### src/rtl/fwd_scoreboard.sv
// -----------------------------------------------------------------------------
// fwd_scoreboard
//
// Forwarding and load-use hazard unit for the pipelined core. It replaces the
// old hard-wired MEM/WB bypass with a parametrised shift-register scoreboard.
// The scoreboard tracks the register writes still in flight after EX.
//
// Each cycle it does three things:
//   - picks a forwarding source for every EX operand, youngest producer first;
//   - raises a load-use stall when the youngest producer is a load whose data
//     is not ready yet;
//   - inserts a bubble into scoreboard stage 1 when EX is stalled or flushed.
//
// Parameters
//   REG_AW   register index width (index 0 is the hardwired zero register)
//   NUM_SRC  number of EX source operands resolved per cycle
//   DEPTH    scoreboard stages after EX (1=MEM, 2=WB, 3=post-WB), range 1..7
//   LOAD_RDY first stage (1-based) at which load data can be forwarded,
//            range 1..DEPTH
//
// Ports
//   clk_i          clock, rising edge
//   rst_i          synchronous active-low reset; clears every scoreboard entry
//   hold_i         global freeze; the scoreboard (and the counters) keep state
//   flush_i        squashes the instruction leaving EX this cycle
//   ex_regwrite_i  EX instruction writes a register
//   ex_is_load_i   EX instruction is a load
//   ex_rd_i        EX destination register
//   ex_src_i       EX source indices; operand k is in [k*REG_AW +: REG_AW]
//   ex_src_used_i  operand k is actually read
//   fwd_sel_o      per-operand 3-bit select:
//                    0 = register file, s = forward from scoreboard stage s
//   stall_o        hold PC/IF/ID/EX this cycle; a bubble enters stage 1
//
// Optional feature: macro FWD_SCOREBOARD_PERF_EN
//   When defined, the module adds two saturating 32-bit counters:
//   perf_stall_cnt_o  counts non-hold cycles with stall_o=1
//   perf_fwd_cnt_o    counts forwarded operands on non-hold, non-stall cycles
// -----------------------------------------------------------------------------
module fwd_scoreboard #(
   parameter int REG_AW   = 5,
   parameter int NUM_SRC  = 2,
   parameter int DEPTH    = 3,
   parameter int LOAD_RDY = 2
) (
   input  logic                      clk_i,
   input  logic                      rst_i,
   input  logic                      hold_i,
   input  logic                      flush_i,
   input  logic                      ex_regwrite_i,
   input  logic                      ex_is_load_i,
   input  logic [REG_AW-1:0]         ex_rd_i,
   input  logic [NUM_SRC*REG_AW-1:0] ex_src_i,
   input  logic [NUM_SRC-1:0]        ex_src_used_i,
   output logic [NUM_SRC*3-1:0]      fwd_sel_o,
   output logic                      stall_o
`ifdef FWD_SCOREBOARD_PERF_EN
   ,
   output logic [31:0]               perf_stall_cnt_o,
   output logic [31:0]               perf_fwd_cnt_o
`endif
);

   localparam logic [2:0] LOAD_RDY_S = 3'(LOAD_RDY);

   // Scoreboard state. Stage 1 is the instruction that left EX most recently.
   logic [DEPTH:1]    vld_q, vld_d;
   logic [DEPTH:1]    ld_q,  ld_d;
   logic [REG_AW-1:0] rd_q [1:DEPTH];
   logic [REG_AW-1:0] rd_d [1:DEPTH];

   // Per-operand load-use flags; stall_o is their OR.
   logic [NUM_SRC-1:0] luse;

   // -------------------------------------------------------------------------
   // Next-state: stage 1 captures EX, deeper stages shift by one.
   // -------------------------------------------------------------------------
   for (genvar gi = 1; gi <= DEPTH; gi++) begin : g_stage
      if (gi == 1) begin : g_head
         // A stalled or flushed EX instruction never becomes a producer.
         // Writes to r0 are dropped, so r0 can never match.
         assign vld_d[gi] = ex_regwrite_i & ~flush_i & ~stall_o &
                            (ex_rd_i != '0);
         assign rd_d[gi]  = ex_rd_i;
         assign ld_d[gi]  = ex_is_load_i;
      end else begin : g_shift
         assign vld_d[gi] = vld_q[gi-1];
         assign rd_d[gi]  = rd_q[gi-1];
         assign ld_d[gi]  = ld_q[gi-1];
      end
   end

   always_ff @(posedge clk_i) begin
      if (!rst_i) begin
         vld_q <= '0;
         ld_q  <= '0;
         for (int s = 1; s <= DEPTH; s++) begin
            rd_q[s] <= '0;
         end
      end else if (!hold_i) begin
         vld_q <= vld_d;
         ld_q  <= ld_d;
         rd_q  <= rd_d;
      end
   end

   // -------------------------------------------------------------------------
   // Operand resolution: one independent priority selector per operand.
   // -------------------------------------------------------------------------
   for (genvar gi = 0; gi < NUM_SRC; gi++) begin : g_src
      logic [REG_AW-1:0] src;
      logic [DEPTH:1]    hit;
      logic [2:0]        win_s;
      logic              win_ld;

      assign src = ex_src_i[gi*REG_AW +: REG_AW];

      for (genvar gj = 1; gj <= DEPTH; gj++) begin : g_hit
         assign hit[gj] = ex_src_used_i[gi] & vld_q[gj] &
                          (rd_q[gj] == src) & (src != '0);
      end

      // Scan from the oldest stage to the youngest. The last hit written
      // is therefore the youngest producer, which holds the newest value.
      always_comb begin
         win_s  = 3'd0;
         win_ld = 1'b0;
         for (int s = DEPTH; s >= 1; s--) begin
            if (hit[s]) begin
               win_s  = 3'(s);
               win_ld = ld_q[s];
            end
         end
      end

      // Only the winning producer matters. An older, ready copy of the same
      // register is stale and must not be used to avoid the stall.
      assign luse[gi] = win_ld & (win_s != 3'd0) & (win_s < LOAD_RDY_S);

      // While stalling, the operand reads the register file. The value is
      // discarded anyway because EX re-executes next cycle.
      assign fwd_sel_o[gi*3 +: 3] = luse[gi] ? 3'd0 : win_s;
   end

   assign stall_o = |luse;

`ifdef FWD_SCOREBOARD_PERF_EN
   // -------------------------------------------------------------------------
   // Performance counters, both saturating.
   // -------------------------------------------------------------------------
   logic [31:0] perf_stall_cnt_q, perf_stall_cnt_d;
   logic [31:0] perf_fwd_cnt_q,   perf_fwd_cnt_d;
   logic [31:0] fwd_num;

   function automatic logic [31:0] sat_add(input logic [31:0] a,
                                           input logic [31:0] b);
      logic [32:0] sum;
      sum = {1'b0, a} + {1'b0, b};
      return sum[32] ? 32'hFFFF_FFFF : sum[31:0];
   endfunction

   always_comb begin
      fwd_num = '0;
      for (int k = 0; k < NUM_SRC; k++) begin
         fwd_num = fwd_num + {31'd0, |fwd_sel_o[k*3 +: 3]};
      end
   end

   // A stall cycle re-executes EX next cycle. Its forwards are counted then,
   // so they are not counted twice.
   assign perf_stall_cnt_d = stall_o ? sat_add(perf_stall_cnt_q, 32'd1)
                                     : perf_stall_cnt_q;
   assign perf_fwd_cnt_d   = stall_o ? perf_fwd_cnt_q
                                     : sat_add(perf_fwd_cnt_q, fwd_num);

   always_ff @(posedge clk_i) begin
      if (!rst_i) begin
         perf_stall_cnt_q <= '0;
         perf_fwd_cnt_q   <= '0;
      end else if (!hold_i) begin
         perf_stall_cnt_q <= perf_stall_cnt_d;
         perf_fwd_cnt_q   <= perf_fwd_cnt_d;
      end
   end

   assign perf_stall_cnt_o = perf_stall_cnt_q;
   assign perf_fwd_cnt_o   = perf_fwd_cnt_q;
`endif

endmodule

### config.mk
export PLATFORM = sky130hd
export DESIGN_NAME = fwd_scoreboard
export DESIGN_NICKNAME = d
export VERILOG_FILES = /design/src/rtl/fwd_scoreboard.sv
export SDC_FILE = /design/constraint.sdc
export NUM_CORES = 1
export LEC_CHECK = 0
export CAP_MARGIN = 10
export CELL_PAD_IN_SITES_DETAIL_PLACEMENT = 1
export CELL_PAD_IN_SITES_GLOBAL_PLACEMENT = 2
export CORE_UTILIZATION = 33
export CTS_BUF_LIST = sky130_fd_sc_hd__clkbuf_4
export DETAILED_ROUTE_END_ITERATION = 7
export GPL_ROUTABILITY_DRIVEN = 0
export PLACE_DENSITY = 0.9
export SYNTH_ARGS = -nofsm -noshare
export SYNTH_HDL_FRONTEND = slang
export SYNTH_SLANG_ARGS = --single-unit
export TNS_END_PERCENT = 30
### constraint.sdc
create_clock -name clk_i -period 5 [get_ports clk_i]
set_clock_uncertainty 0.1 [all_clocks]
set_input_delay 1 -clock clk_i [delete_from_list [all_inputs] [get_ports clk_i]]
set_output_delay 1 -clock clk_i [all_outputs]
set_load 0.05 [all_outputs]
* After elaboration in Yosys (flattened, before gate mapping) *
Index checks and enable logic that the tools add are counted.

word-level totals
  bits in writable memories = 0
  bits in read-only memories = 0
  output and inout port bits = 7
  memories kept = 0
  input bits = 23
  latch bits = 0
  word-level logic and storage cells = 60
  register bits after elaboration = 21

cells by class
  reduce and logical (&&, ||, !) cells = 6
  magnitude comparators = 2
  equality and inequality tests = 6
  multipliers = 0
  div/mod/pow operators = 0
  bitwise operators = 27
  muxes and demuxes = 14
  shift operators = 0
  add/sub/neg operators = 0

operator list
  kind                count
  $eq 5x5->1          6
  $and 1x1->1         25
  $mux 3              6
  $reduce_bool 5->1   3
  $lt 3x2->1 const B  2
  $mux 1              6
  $reduce_bool 3->1   2
  $mux 2              2
  $not 1->1           2
  $reduce_or 2->1     1

* Logic depth before layout (Yosys ltp) *
  depth in word-level cells = 13
  depth in mapped cells = 5
  mapped depth without buffers = 5

* Least setup slack after synthesis *
OpenSTA, ideal clock, no wires.

  kind = input to output
  from = input port ex_src_i[6]
  to = output port fwd_sel_o[3]
  path buffers = 0
  setup slack = 1.195 ns
  arrival = 2.705 ns
  stages = 4
  data required time = 3.900 ns
  cells stage by stage = or4_1 o21a_1 nand4_2 mux2i_1

on the way
  word-level cells in the longest chain between the ends = 10
  elaborated cells between the ends (all ways) = 21
  classes of those cells = 1 x order compare; 3 x eq/ne; 7 x mux; 8 x bitwise; 2 x reduce/logical

RTL lines
  element                                             RTL line  text
  from (decl)                                         53        input logic [NUM_SRC*REG_AW-1:0] ex_src_i,
  branches (longest 9 deep; another with $lt 3x2->1)  -
  $mux 3 *                                            142       assign fwd_sel_o[gi*3 +: 3] = luse[gi] ? 3'd0 : win_s;
  to (decl)                                           55        output logic [NUM_SRC*3-1:0] fwd_sel_o,

Every way passes the cells marked *.

* Worst setup path after layout *
  from = input port ex_src_i[0]
  to = output port fwd_sel_o[0]

Same word-level chain as after synthesis.

==> run metrics <==
number of warning messages in the yosys log 0; share of layout cells above drive strength 1 0.06849; DIE HEIGHT 62.11 µm; number of vias after detailed routing a little over 900; number of nets in the layout 170; utilization after layout 0.4489; CTS root buf sky130_fd_sc_hd__clkbuf_4; layout overhead on the synthesized area 27.60%; leftover overflow at the end of global routing 0; peak per-stage delay on the critical path between 800 and 900 ps; pin count of the biggest net entering global routing 21; number of global-route vias before repair between 900 and 1k; initial antenna violation count 0; Finish-stage setup viols 0; count of buffer and inverter cells on the critical path 2; total die area roughly 3900 µm²; number of inserted filler cells in the final layout roughly 400; flip-flop and latch area 380.4 µm²; max-capacitance violation count 0; Worst setup EP type output pin; latest clock arrival within the worst-skew pair 300 ps; path class of the lowest-slack min-delay path reg2reg; number of buffers created by CTS 3; effective utilization at floorplan 0.3518; normalized max-slew margin 0.2436; unrepaired setup endpoints after global routing false; critical-path maximum fanout 4; category of the critical setup timing path in2out; peak supply drop ~0.12 mV; Post-CTS Resized 0; number of instances in the synthesized netlist 120; ant diodes 0; CP max stage cell sky130_fd_sc_hd__clkdlybuf4s50_1; Synth Cell Area 1192 µm²; Required @ worst endpoint 3900 ps; run status finished, final reports clean; number of rows created at floorplan 21; Setup Total Neg Slack 0 ps; All-Layer GR Usage 0.1595; H-tree levels 1; final period utilization 0.9169; HPWL reported at the end of detailed placement about 2400 µm; detail-routed via count per cell 4.813; crit path launch type input port; routed length per placed instance around 15 µm; first-pass detailed-route iteration total 2; number of routed nets with antenna violations 0; FF+latch count, synth 19; first-pass GRT wire length between 4000 and 5000 µm; power per unit of standard cell area 207.1 nW/µm²; width of the chip 62.11 µm; kind of cell adding the most delay to the critical path buffers and inverters; syn_area_per_cell 9.937 µm²; Unique masters post-synth 23; quantity of I/O buffers inserted on ports 27; clk sinks 19; aggregate routed wire length 2863 µm; count of hold-fix buffers inserted at cts 0; measured slew at the worst slew-check pin about 1100 ps; count of pins over their slew limit 0; Seq/Total Area, Yosys 0.3190; Leakage Power 0.6328 nW; final routed DRC violation total 0; cell repeated most along the worst path sky130_fd_sc_hd__clkdlybuf4s50_1; number of I/O pins 30; clock-pin transition on the worst setup and hold timing paths approximately 100 ps; initial detailed-routing violation count 9; multi-input gate area in the final layout a little under 800 µm²; minimum clock period 4585 ps; fmax between 200 and 250 MHz; endpoints failing hold 0; buffers inserted during post-CTS setup optimization 0; maximum count of clock buffers along a single path 2; Core Footprint ~3400 µm²; data arrival time of the worst path 3480 ps; Critical Path, Cell by Cell clkdlybuf4s50_1, or4_1, o21a_1, nand4_2, mux2i_1, clkdlybuf4s50_1; CTS tree built
-- tightest hold or removal path: stages, from the launching register on --
cell,delay (ps)
sky130_fd_sc_hd__dfxtp_1,370
sky130_fd_sc_hd__nand3_1,100
sky130_fd_sc_hd__o21ai_2,50
-- layout by cell type, fill, tap and decap left out --
| master | netlist | layout |
|---|---|---|
| sky130_fd_sc_hd__a21boi_1 | 2 | 2 |
| sky130_fd_sc_hd__a21boi_2 | 1 | 1 |
| sky130_fd_sc_hd__clkbuf_4 | 0 | 4 |
| sky130_fd_sc_hd__clkdlybuf4s50_1 | 0 | 27 |
| sky130_fd_sc_hd__conb_1 | 1 | 2 |
| sky130_fd_sc_hd__dfxtp_1 | 19 | 19 |
| sky130_fd_sc_hd__mux2i_1 | 20 | 20 |
| sky130_fd_sc_hd__nand2b_1 | 2 | 2 |
| sky130_fd_sc_hd__nand3_1 | 1 | 1 |
| sky130_fd_sc_hd__nand4_1 | 4 | 4 |
| sky130_fd_sc_hd__nand4_2 | 2 | 2 |
| sky130_fd_sc_hd__nor2b_1 | 18 | 18 |
| sky130_fd_sc_hd__nor4_1 | 5 | 5 |
| sky130_fd_sc_hd__nor4_2 | 1 | 1 |
| sky130_fd_sc_hd__nor4bb_1 | 1 | 1 |
| sky130_fd_sc_hd__o21a_1 | 2 | 2 |
| sky130_fd_sc_hd__o21ai_0 | 1 | 1 |
| sky130_fd_sc_hd__o21ai_2 | 1 | 1 |
| sky130_fd_sc_hd__or4_1 | 2 | 2 |
| sky130_fd_sc_hd__or4_2 | 1 | 1 |
| sky130_fd_sc_hd__xnor2_1 | 6 | 6 |
| sky130_fd_sc_hd__xor2_1 | 24 | 24 |
-- cell type report --
type                       instances  share of cell area
timing repair buffer              27              0.1776
clock buffer                       4             0.01974
multi-input combinational         96              0.5148
tap                               46             0.03783
sequential                        19              0.2500
-- synth_stat cells --
master / count / area, µm²
sky130_fd_sc_hd__a21boi_1: 2 / 15.01
sky130_fd_sc_hd__a21boi_2: 1 / 11.26
sky130_fd_sc_hd__buf_2: 2 / 10.01
sky130_fd_sc_hd__buf_4: 2 / 15.01
sky130_fd_sc_hd__clkbuf_1: 2 / 7.510
sky130_fd_sc_hd__conb_1: 1 / 3.750
sky130_fd_sc_hd__dfxtp_1: 19 / 380.4
sky130_fd_sc_hd__mux2i_1: 20 / 200.2
sky130_fd_sc_hd__nand2b_1: 2 / 12.51
sky130_fd_sc_hd__nand3_1: 1 / 5.000
sky130_fd_sc_hd__nand4_1: 4 / 25.02
sky130_fd_sc_hd__nand4_2: 2 / 25.02
sky130_fd_sc_hd__nor2b_1: 18 / 112.6
sky130_fd_sc_hd__nor4_1: 5 / 31.28
sky130_fd_sc_hd__nor4_2: 1 / 12.51
sky130_fd_sc_hd__nor4bb_1: 1 / 10.01
sky130_fd_sc_hd__o21a_1: 2 / 15.01
sky130_fd_sc_hd__o21ai_0: 1 / 5.000
sky130_fd_sc_hd__o21ai_2: 1 / 8.760
sky130_fd_sc_hd__or4_1: 2 / 15.01
sky130_fd_sc_hd__or4_2: 1 / 8.760
sky130_fd_sc_hd__xnor2_1: 6 / 52.55
sky130_fd_sc_hd__xor2_1: 24 / 210.2
-- cell families after synthesis --
| group | count (synthesis) | synth area share |
|---|---|---|
| compound gates | 7 | 0.04616 |
| xor+xnor | 30 | 0.2204 |
| simple gates | 37 | 0.2161 |
| flops | 19 | 0.3190 |
| mux | 20 | 0.1679 |
| buf+inv | 6 | 0.02728 |
| other cells | 1 | 0.003145 |
-- sequential cells by signal, indices dropped and copies added (netlist names) --
signal / flops
rd_d: 10
vld_q: 3
rd_q: 5
ld_q: 1
-- final timing paths --
check / from / to / slack (ps) / cells after the start
worst max register to register: rd_d[5]$_SDFFE_PN0N_ / vld_q[1]$_SDFFE_PN0N_ / 3350 / 5
worst min register to register: vld_q[1]$_SDFFE_PN0N_ / vld_q[1]$_SDFFE_PN0N_ / 470 / 2
worst max-delay path: ex_src_i[0] / fwd_sel_o[0] / 420 / 6
worst min-delay path: vld_q[1]$_SDFFE_PN0N_ / vld_q[1]$_SDFFE_PN0N_ / 470 / 2
-- power by group --
group	total, W	switching [W]	internal [W]
clock	0.0000837	0.0000472	0.0000365
combinational	0.0000665	0.0000307	0.0000359
sequential	0.000165	0.00000806	0.000157
-- metal layers --
metal | up-vias | track usage | wire length (µm)
li1 | 468 | - | -
met1 | 435 | 0.1745 | 1190
met2 | 17 | 0.2926 | 1550
met3 | 4 | 0.02941 | 82
met4 | 0 | 0.07849 | 40
met5 | - | 0 | 0
-- per-stage QoR --
stage	instances	hold WS, ps	setup slack (ps)	total power [W]	cell area, µm²
floorplan	121	399.2	1195	0.0002045	1196
global placement	188	420.6	414.2	0.0002335	1491
detailed placement	188	452.1	399.1	0.0002355	1491
CTS	192	470.5	390.4	0.0003213	1521
global route	192	493.7	289.6	0.0003324	1521
finish	192	467.2	415.4	0.0003151	1521
(Power assumes the default switching activity.)
